--- src/rtl/grng_pkg.sv ---
// Shared GRNG datapath constants and fixed-point types.
// Q3.28 signed samples and UQ4.28 unsigned magnitudes.
package grng_pkg;

   localparam int DATA_W = 32;
   localparam int FRAC_W = 28;

   typedef logic signed [DATA_W-1:0] q3_28_t;
   typedef logic        [DATA_W-1:0] uq4_28_t;

endpackage

--- src/rtl/abs.sv ---
// Registered absolute value: Q3.28 in, UQ4.28 magnitude out, 1-cycle latency.
// Ports: clk, rst (sync, active-high), value (Q3.28), abs_value (UQ4.28).
module abs
   import grng_pkg::*;
(
   input  logic              clk,
   input  logic              rst,
   input  logic [DATA_W-1:0] value,
   output logic [DATA_W-1:0] abs_value
);

   q3_28_t  sample;
   uq4_28_t neg;
   uq4_28_t mag;

   assign sample = q3_28_t'(value);

   // Two's-complement negate. The result is read as unsigned, so the
   // most-negative input maps to 2^(DATA_W-1) and does not wrap.
   assign neg = uq4_28_t'(~sample) + uq4_28_t'(1);
   assign mag = sample[DATA_W-1] ? neg : uq4_28_t'(sample);

   always_ff @(posedge clk) begin
      if (rst) begin
         abs_value <= '0;
      end else begin
         abs_value <= mag;
      end
   end

endmodule

--- config.mk ---
export PLATFORM = sky130hd
export DESIGN_NAME = abs
export DESIGN_NICKNAME = d
export VERILOG_FILES = /design/src/rtl/grng_pkg.sv /design/src/rtl/abs.sv
export SDC_FILE = /design/constraint.sdc
export NUM_CORES = 1
export LEC_CHECK = 0
export BUFFER_PORTS_ARGS = -buffer_cell sky130_fd_sc_hd__buf_2
export CAP_MARGIN = 20
export CORE_ASPECT_RATIO = 0.9
export CORE_UTILIZATION = 43
export DETAILED_ROUTE_END_ITERATION = 12
export PLACE_DENSITY = 0.77
export SYNTH_ARGS = -nofsm -noshare
export SYNTH_HDL_FRONTEND = slang
export SYNTH_SLANG_ARGS = --single-unit
--- constraint.sdc ---
create_clock -name clk -period 2.5 [get_ports clk]
set_input_delay 0.5 -clock clk [delete_from_list [all_inputs] [get_ports clk]]
set_output_delay 0.5 -clock clk [all_outputs]
set_load 0.02 [all_outputs]
## Yosys cells after proc, flatten, opt, wreduce, memory -nomap -nowiden

Cells that the tools add are included.

| word-level totals | value |
|---|---|
| output and inout port bits | 32 |
| input port bits | 34 |
| logic and storage cells | 7 |
| register bits after elaboration | 32 |

| cells by class | value |
|---|---|
| reductions and logical operators | 1 |
| add/sub/neg operators | 1 |
| bitwise operators | 2 |
| multiplexer cells | 1 |

Operators with widths:

| operator | number |
|---|---|
| 32-bit by 1-bit adder with 32-bit output, second input constant | 1 |
| 32-bit inverter | 1 |
| 31-bit 2-to-1 mux | 1 |
| 2-bit OR reduction | 1 |
| 1-bit inverter | 1 |

## Logic depth before layout (Yosys ltp)

Gate-level depths: netlist (run 1).

| logic depth | value |
|---|---|
| word-level depth | 3 |
| gate-level depth with buffers | 6 |
| gate-level depth less buffers | 6 |

## Worst setup path after synthesis (run 1)

No wires, ideal clock.

| timing | value |
|---|---|
| kind | input-to-reg |
| start | in value[15] |
| end | reg abs_value[28] |
| path buffers | 1 |
| setup time | 0.123 ns |
| data arrival time | 2.334 ns |
| path slack | 0.043 ns |
| stages on the path | 5 |
| required time | 2.377 ns |
| path through | buf_6 or4_4 or4_4 o41ai_2 mux2_1 |

| between the ends | value |
|---|---|
| longest elaborated chain between the ends | 3 |

RTL lines:

| element | line | source |
|---|---|---|
| from (decl) | abs.sv:8 | `input logic [DATA_W-1:0] value,` |
| 32-bit inverter | abs.sv:20 | `assign neg = uq4_28_t'(~sample) + uq4_28_t'(1);` |
| 32-bit by 1-bit adder with 32-bit output | abs.sv:20 |  |
| 31-bit 2-to-1 mux | abs.sv:21 | `assign mag = sample[DATA_W-1] ? neg : uq4_28_t'(sample);` |
| to (signal assigned) | abs.sv:27 | `abs_value <= mag;` |
| to (decl) | abs.sv:9 | `output logic [DATA_W-1:0] abs_value` |

No other way between the ends.
A chain may end at the register's enable or synchronous reset.

## Final worst setup path (run 1)

| timing | value |
|---|---|
| start | in value[11] |
| end | reg abs_value[28] |

Same word-level chain as after synthesis.

==> results of run 1 <==
-- worst max-delay path by stage --
stage	cells past startpoint	startpoint	to	slack, ns
after floorplan	5	value[15]	abs_value[28]$_SDFF_PP0_	0.04
after global placement	5	value[11]	abs_value[28]$_SDFF_PP0_	-0.05
after detailed placement	5	value[11]	abs_value[28]$_SDFF_PP0_	-0.1
after CTS	5	value[11]	abs_value[28]$_SDFF_PP0_	0.21
after global routing	7	value[1]	abs_value[28]$_SDFF_PP0_	0.13
final	5	value[11]	abs_value[28]$_SDFF_PP0_	0.20
-- report_power, final --
| group | switching (mW) | leakage, nW | internal, mW |
|---|---|---|---|
| logic | 0.156 | 0.726 | 0.114 |
| registers | 0.00850 | 0.266 | 0.547 |
| clock network | 0.193 | 0.0645 | 0.351 |
| total | 0.357 | 1.06 | 1.01 |
-- metrics by stage --
stage | cells | utilization [%] | cell area [um2] | hold slack, ns
after floorplan | 189 | - | 1690 | 0.644
after global placement | 312 | 58.6 | 2180 | 0.802
after detailed placement | 312 | 58.6 | 2180 | 0.798
after CTS | 320 | 61.9 | 2310 | 0.489
after global routing | 320 | 61.9 | 2310 | 0.489
final | 320 | 61.9 | 2310 | 0.490
-- routing by layer --
layer	vias to the layer above	share of wire, %	track usage, %	routed length, um
met3	8	5.9	6.67	245
met1	778	45	28.0	1890
met5	-	0	0	0
met2	51	47	33.1	1950
li1	847	-	-	-
met4	0	2.0	11.0	82
-- worst max-delay path, cell delays in order --
cell and delay (ns):
buf_2 0.10, or4_1 0.58, or4_4 0.59, o41ai_2 0.34, mux2_1 0.36
-- kinds of logic after synthesis --
| family | synth area share (%) |
|---|---|
| AND/OR/NAND/NOR | 27.8 |
| flip-flops | 38.0 |
| AO/OA/AOI/OAI | 13.0 |
| multiplexers | 10.6 |
| buffers and inverters | 3.34 |
| XOR/XNOR | 5.72 |
| adder cells (fa/ha/maj) | 1.48 |
-- synth_stat cells, drive strengths merged (2+ instances only) --
cell / n / area share [%]
a21oi: 5 / 1.5
a31oi: 2 / 0.74
buf: 2 / 0.89
clkbuf: 7 / 1.6
dfxtp: 32 / 38
ha: 2 / 1.5
inv: 4 / 0.89
mux2: 15 / 10
nand2: 5 / 1.1
nand3: 2 / 0.59
nand4: 2 / 0.74
nor2: 30 / 6.7
nor2b: 15 / 5.6
nor3: 7 / 2.1
nor4: 4 / 1.9
o21ai: 7 / 2.1
o31ai: 7 / 3.1
o41ai: 7 / 4.5
or2: 2 / 0.74
or3: 4 / 1.5
or4: 10 / 5.1
xnor2: 3 / 1.6
xor2: 8 / 4.2
-- placed cells by master, fill, tap and decap left out, types with 3 or more instances in the layout --
cell type and instances:
or3_1 4, or4_4 3, mux2_2 4, o31ai_1 7, buf_2 65, o21ai_1 4
clkbuf_8 7, buf_4 21, nor3_1 7, o21ai_0 3, or4_1 7, dfxtp_1 32
inv_1 4, nor4_1 3, nor2_1 30, mux2_1 11, o41ai_1 5, a21oi_1 5
nand2_1 5, xor2_1 8, nor2b_1 15, xnor2_1 3
-- cell type report --
cell class | instances | area, um2
repair buffers | 86 | 483
inverters | 4 | 15.0
multi-input cells | 144 | 988
clock inverters | 1 | 30.0
clock buffers | 7 | 96.3
well taps | 46 | 57.6
flip-flops and latches | 32 | 641
fillers | 335 | 1420
==> run metrics, run 1 <==
TritonCTS buffer count=5; Initial Util=45.2%; PortBufs=65; Crit Path Max Fanout=3; clock transition at the registers of the reported paths=around 0.06 ns; Post-Synthesis Cell Area=~1700 um2; Final TNS setup=0 ns; number of max-cap violations=0; measured slew at the worst slew-check pin=0.749 ns; clk sink count=32; count of final setup violators=0; Hold Startpoint=value[30]; Post-DP HPWL=3090 um; ys async rst share=0%; Tmin final=2.30 ns; Top reg by flops=abs_value; register area share after synthesis=between 30% and 40%; Distinct cells, synth=37; status=finished clean; Primary FF master, synth=dfxtp_1; core area=approximately 3700 um2; H-tree depth=2; Largest regs=abs_value x32; DR vias=1,684; root buffer cell=clkbuf_8; Iteration-0 DRC Markers=95; Pins Over Slew Limit=0; Worst Hold Depth=4; final hold viol count=0; Syn Nets=between 200 and 250; Leak Pwr=about 1.1 nW; Area Overhead vs Synth=37.1%; Worst Slack Setup Final=a little under 0.2 ns; Hold Path Sink=abs_value[31]$_SDFF_PP0_; layout cell share with drive strength beyond 1=38.3%; initial antenna violation count=0; Row Count=21; Worst Hold Class=in2reg; CP Capture Type=register; vias per inst=between 5 and 6; WP data arrival=2.47 ns; peak supply drop=0.279 mV; #FFs+latches synth=32; Worst Setup Path Type=in2reg; global-route wire length before repair=6610 um; clk buf depth=2; Post-Syn Area per Cell=~9 um2; wire per inst=around 13 um; max FFs per register=32; maximum clock frequency=0.434 GHz; DR DRC count=0; pin count of the biggest net entering global routing=47; fin crit share=between 90 and 100%; Ant. Diodes=0; grt total ovfl=0; Hold-fix buffers, CTS=0; worst slack, placed=-0.0988 ns; critical path data required time=2.67 ns; Rel. slew slack=about half; nets=309; io pins=66; final RePlAce weighted congestion=between 0.9 and 1; Final ANT Viol Nets=0; Post-Synthesis Cells=189; Detailed Route WL=4170 um; Power Density=between 500 and 600 nW/um2; crit start category=primary input; DIE HEIGHT=a little over 60 um; die area=between 4000 and 5000 um2; Yosys warnings=0; unrepaired setup endpoints after global routing=no; Total Routing Usage GR=a little over a fifth; Post-synth EDFFs=0; die outline width=roughly 70 um; Total Power=~1.4 mW; Post-CTS Resized=0; DR pass1 iterations=4; TritonCTS clock tree=built; vias in the first global route=1,487; setup bufs post-CTS=0
(Power assumes the default switching activity.)
==> run 2: changes to the inputs <==
--- a/config.mk
+++ b/config.mk
@@ -8,6 +8,7 @@
 export BUFFER_PORTS_ARGS = -buffer_cell sky130_fd_sc_hd__buf_2
 export CAP_MARGIN = 20
 export CORE_ASPECT_RATIO = 0.9
+export CORE_MARGIN = 4
 export CORE_UTILIZATION = 43
 export DETAILED_ROUTE_END_ITERATION = 12
 export PLACE_DENSITY = 0.77
==> run 2 against run 1 <==
Against the previous run: via count increased by 0.48%; largest cell class unchanged; die area up 19%; cell area fell by 1.1%; sequential power about the same; clock-buffer cell count fell by 1; sequential share of layout area up 0.32 points; largest power group unchanged; clock power fell by 10%; utilization decreased by 1.1 points.
==> run metrics, run 2 (synthesized netlist as in run 1, its figures left out) <==
Hold Startpoint=value[30]; critical path data required time=between 2 and 3 ns; Rel. slew slack=between 40 and 50%; Final Util=60.8%; final RePlAce weighted congestion=between 0.8 and 0.9; fill count=around 350; die outline width=~74 um; final hold slack=between 0.4 and 0.5 ns; multi-input logic area=about 990 um2; Crit Path Max Fanout=3; pin count of the biggest net entering global routing=47; clock transition at the registers of the reported paths=0.07 ns; CP Capture Type=register; DR vias=between 1.5k and 2k; peak supply drop=around 0.39 mV; DR pass1 iterations=5; Clk pwr share=approximately 37%; Largest regs=abs_value x32; most common cell after layout, fill and taps aside=buf_2; grt total ovfl=0; unrepaired setup endpoints after global routing=no; P_int=0.955 mW; Total Power=approximately 1.3 mW; Worst Hold Class=in2reg; sw power=0.356 mW; crit start category=primary input; Pins Over Slew Limit=0; Power Density=~570 nW/um2; Iteration-0 DRC Markers=roughly 150; TritonCTS buffer count=5; DR DRC count=0; Row Count=21; Reg area=641 um2; initial antenna violation count=0; count of final setup violators=0; layout cell share with drive strength beyond 1=a little under two fifths; max FFs per register=32; DIE HEIGHT=between 60 and 70 um; Total Routing Usage GR=roughly 18%; Worst Hold Depth=4; final hold viol count=0; root buffer cell=clkbuf_8; core area=approximately 3800 um2; Area Overhead vs Synth=35.6%; Final ANT Viol Nets=0; vias per inst=roughly 5.3; H-tree depth=2; io pins=66; setup bufs post-CTS=0; Leak Pwr=around 1.0 nW; TritonCTS clock tree=built; Initial Util=between 40 and 50%; status=finished clean; Post-CTS Resized=0; Hold Path Sink=abs_value[31]$_SDFF_PP0_; global-route wire length before repair=roughly 6800 um; Worst Setup Path Type=in2reg; vias in the first global route=~1.6k; Tmin final=around 2.3 ns; WP data arrival=roughly 2.4 ns; Ant. Diodes=0; clk buf depth=2; Sequential Power Share=between 40% and 50%; die area=approximately 5000 um2; fin crit share=~90%; Post-DP HPWL=~3200 um; maximum clock frequency=~0.44 GHz; sw frac=around 27%; wire per inst=between 10 and 15 um; measured slew at the worst slew-check pin=~0.77 ns; clk sink count=32; most frequent cells in the layout=buf_2 (65), dfxtp_1 (32), nor2_1 (30); PortBufs=65; Detailed Route WL=between 4000 and 5000 um; number of max-cap violations=0; nets=between 300 and 400; combinational group share of total power=roughly a fifth; Top reg by flops=abs_value; Hold-fix buffers, CTS=0
[run 2: cell type report]
class	count	share of cell area [%]
Timing Repair Buffer	85	20.8
Clock inverter	2	1.53
Multi-Input combinational cell	144	43.3
Tap cell	46	2.52
Sequential cell	32	28.0
Clock buffer	6	3.18
Inverter	4	0.657
[run 2: power groups by stage]
stage | clock, mW | sequential (mW) | combinational, mW
after detailed placement | 0 | 0.567 | 0.268
after global placement | 0 | 0.567 | 0.265
after CTS | 0.495 | 0.556 | 0.272
after floorplan | 0 | 0.617 | 0.101
final | 0.487 | 0.555 | 0.270
after global routing | 0.519 | 0.558 | 0.295
[run 2: worst max-delay path by stage]
stage               slack, ns                        to       from
floorplan                0.04  abs_value[28]$_SDFF_PP0_  value[15]
global placement        -0.04  abs_value[28]$_SDFF_PP0_  value[11]
detailed placement      -0.07  abs_value[28]$_SDFF_PP0_  value[11]
CTS                      0.24  abs_value[28]$_SDFF_PP0_  value[11]
global route             0.18  abs_value[24]$_SDFF_PP0_   value[0]
finish                   0.24  abs_value[28]$_SDFF_PP0_  value[11]
[run 2: per-stage QoR]
| step | setup WS [ns] | setup TNS (ns) | instances | area, um2 |
|---|---|---|---|---|
| 5_1_grt | 0.177 | 0 | 319 | 2280 |
| 3_3_place_gp | -0.0434 | -0.0794 | 311 | 2180 |
| 6_report | 0.238 | 0 | 319 | 2280 |
| 3_5_place_dp | -0.0726 | -0.166 | 311 | 2180 |
| 2_1_floorplan | 0.0426 | 0 | 189 | 1690 |
| 4_1_cts | 0.238 | 0 | 319 | 2280 |
[run 2: routing by layer]
layer / wire, um / vias up / GRT usage (%)
met4: 64 / 0 / 9.50
met3: 292 / 6 / 5.36
met1: 1870 / 794 / 21.8
li1: - / 847 / -
met5: 0 / - / 0
met2: 2080 / 45 / 28.7
[run 2: worst max-delay path, cell delays in order]
cell	delay, ns
buf_2	0.10
or4_1	0.58
or4_4	0.58
o41ai_2	0.33
mux2_1	0.34
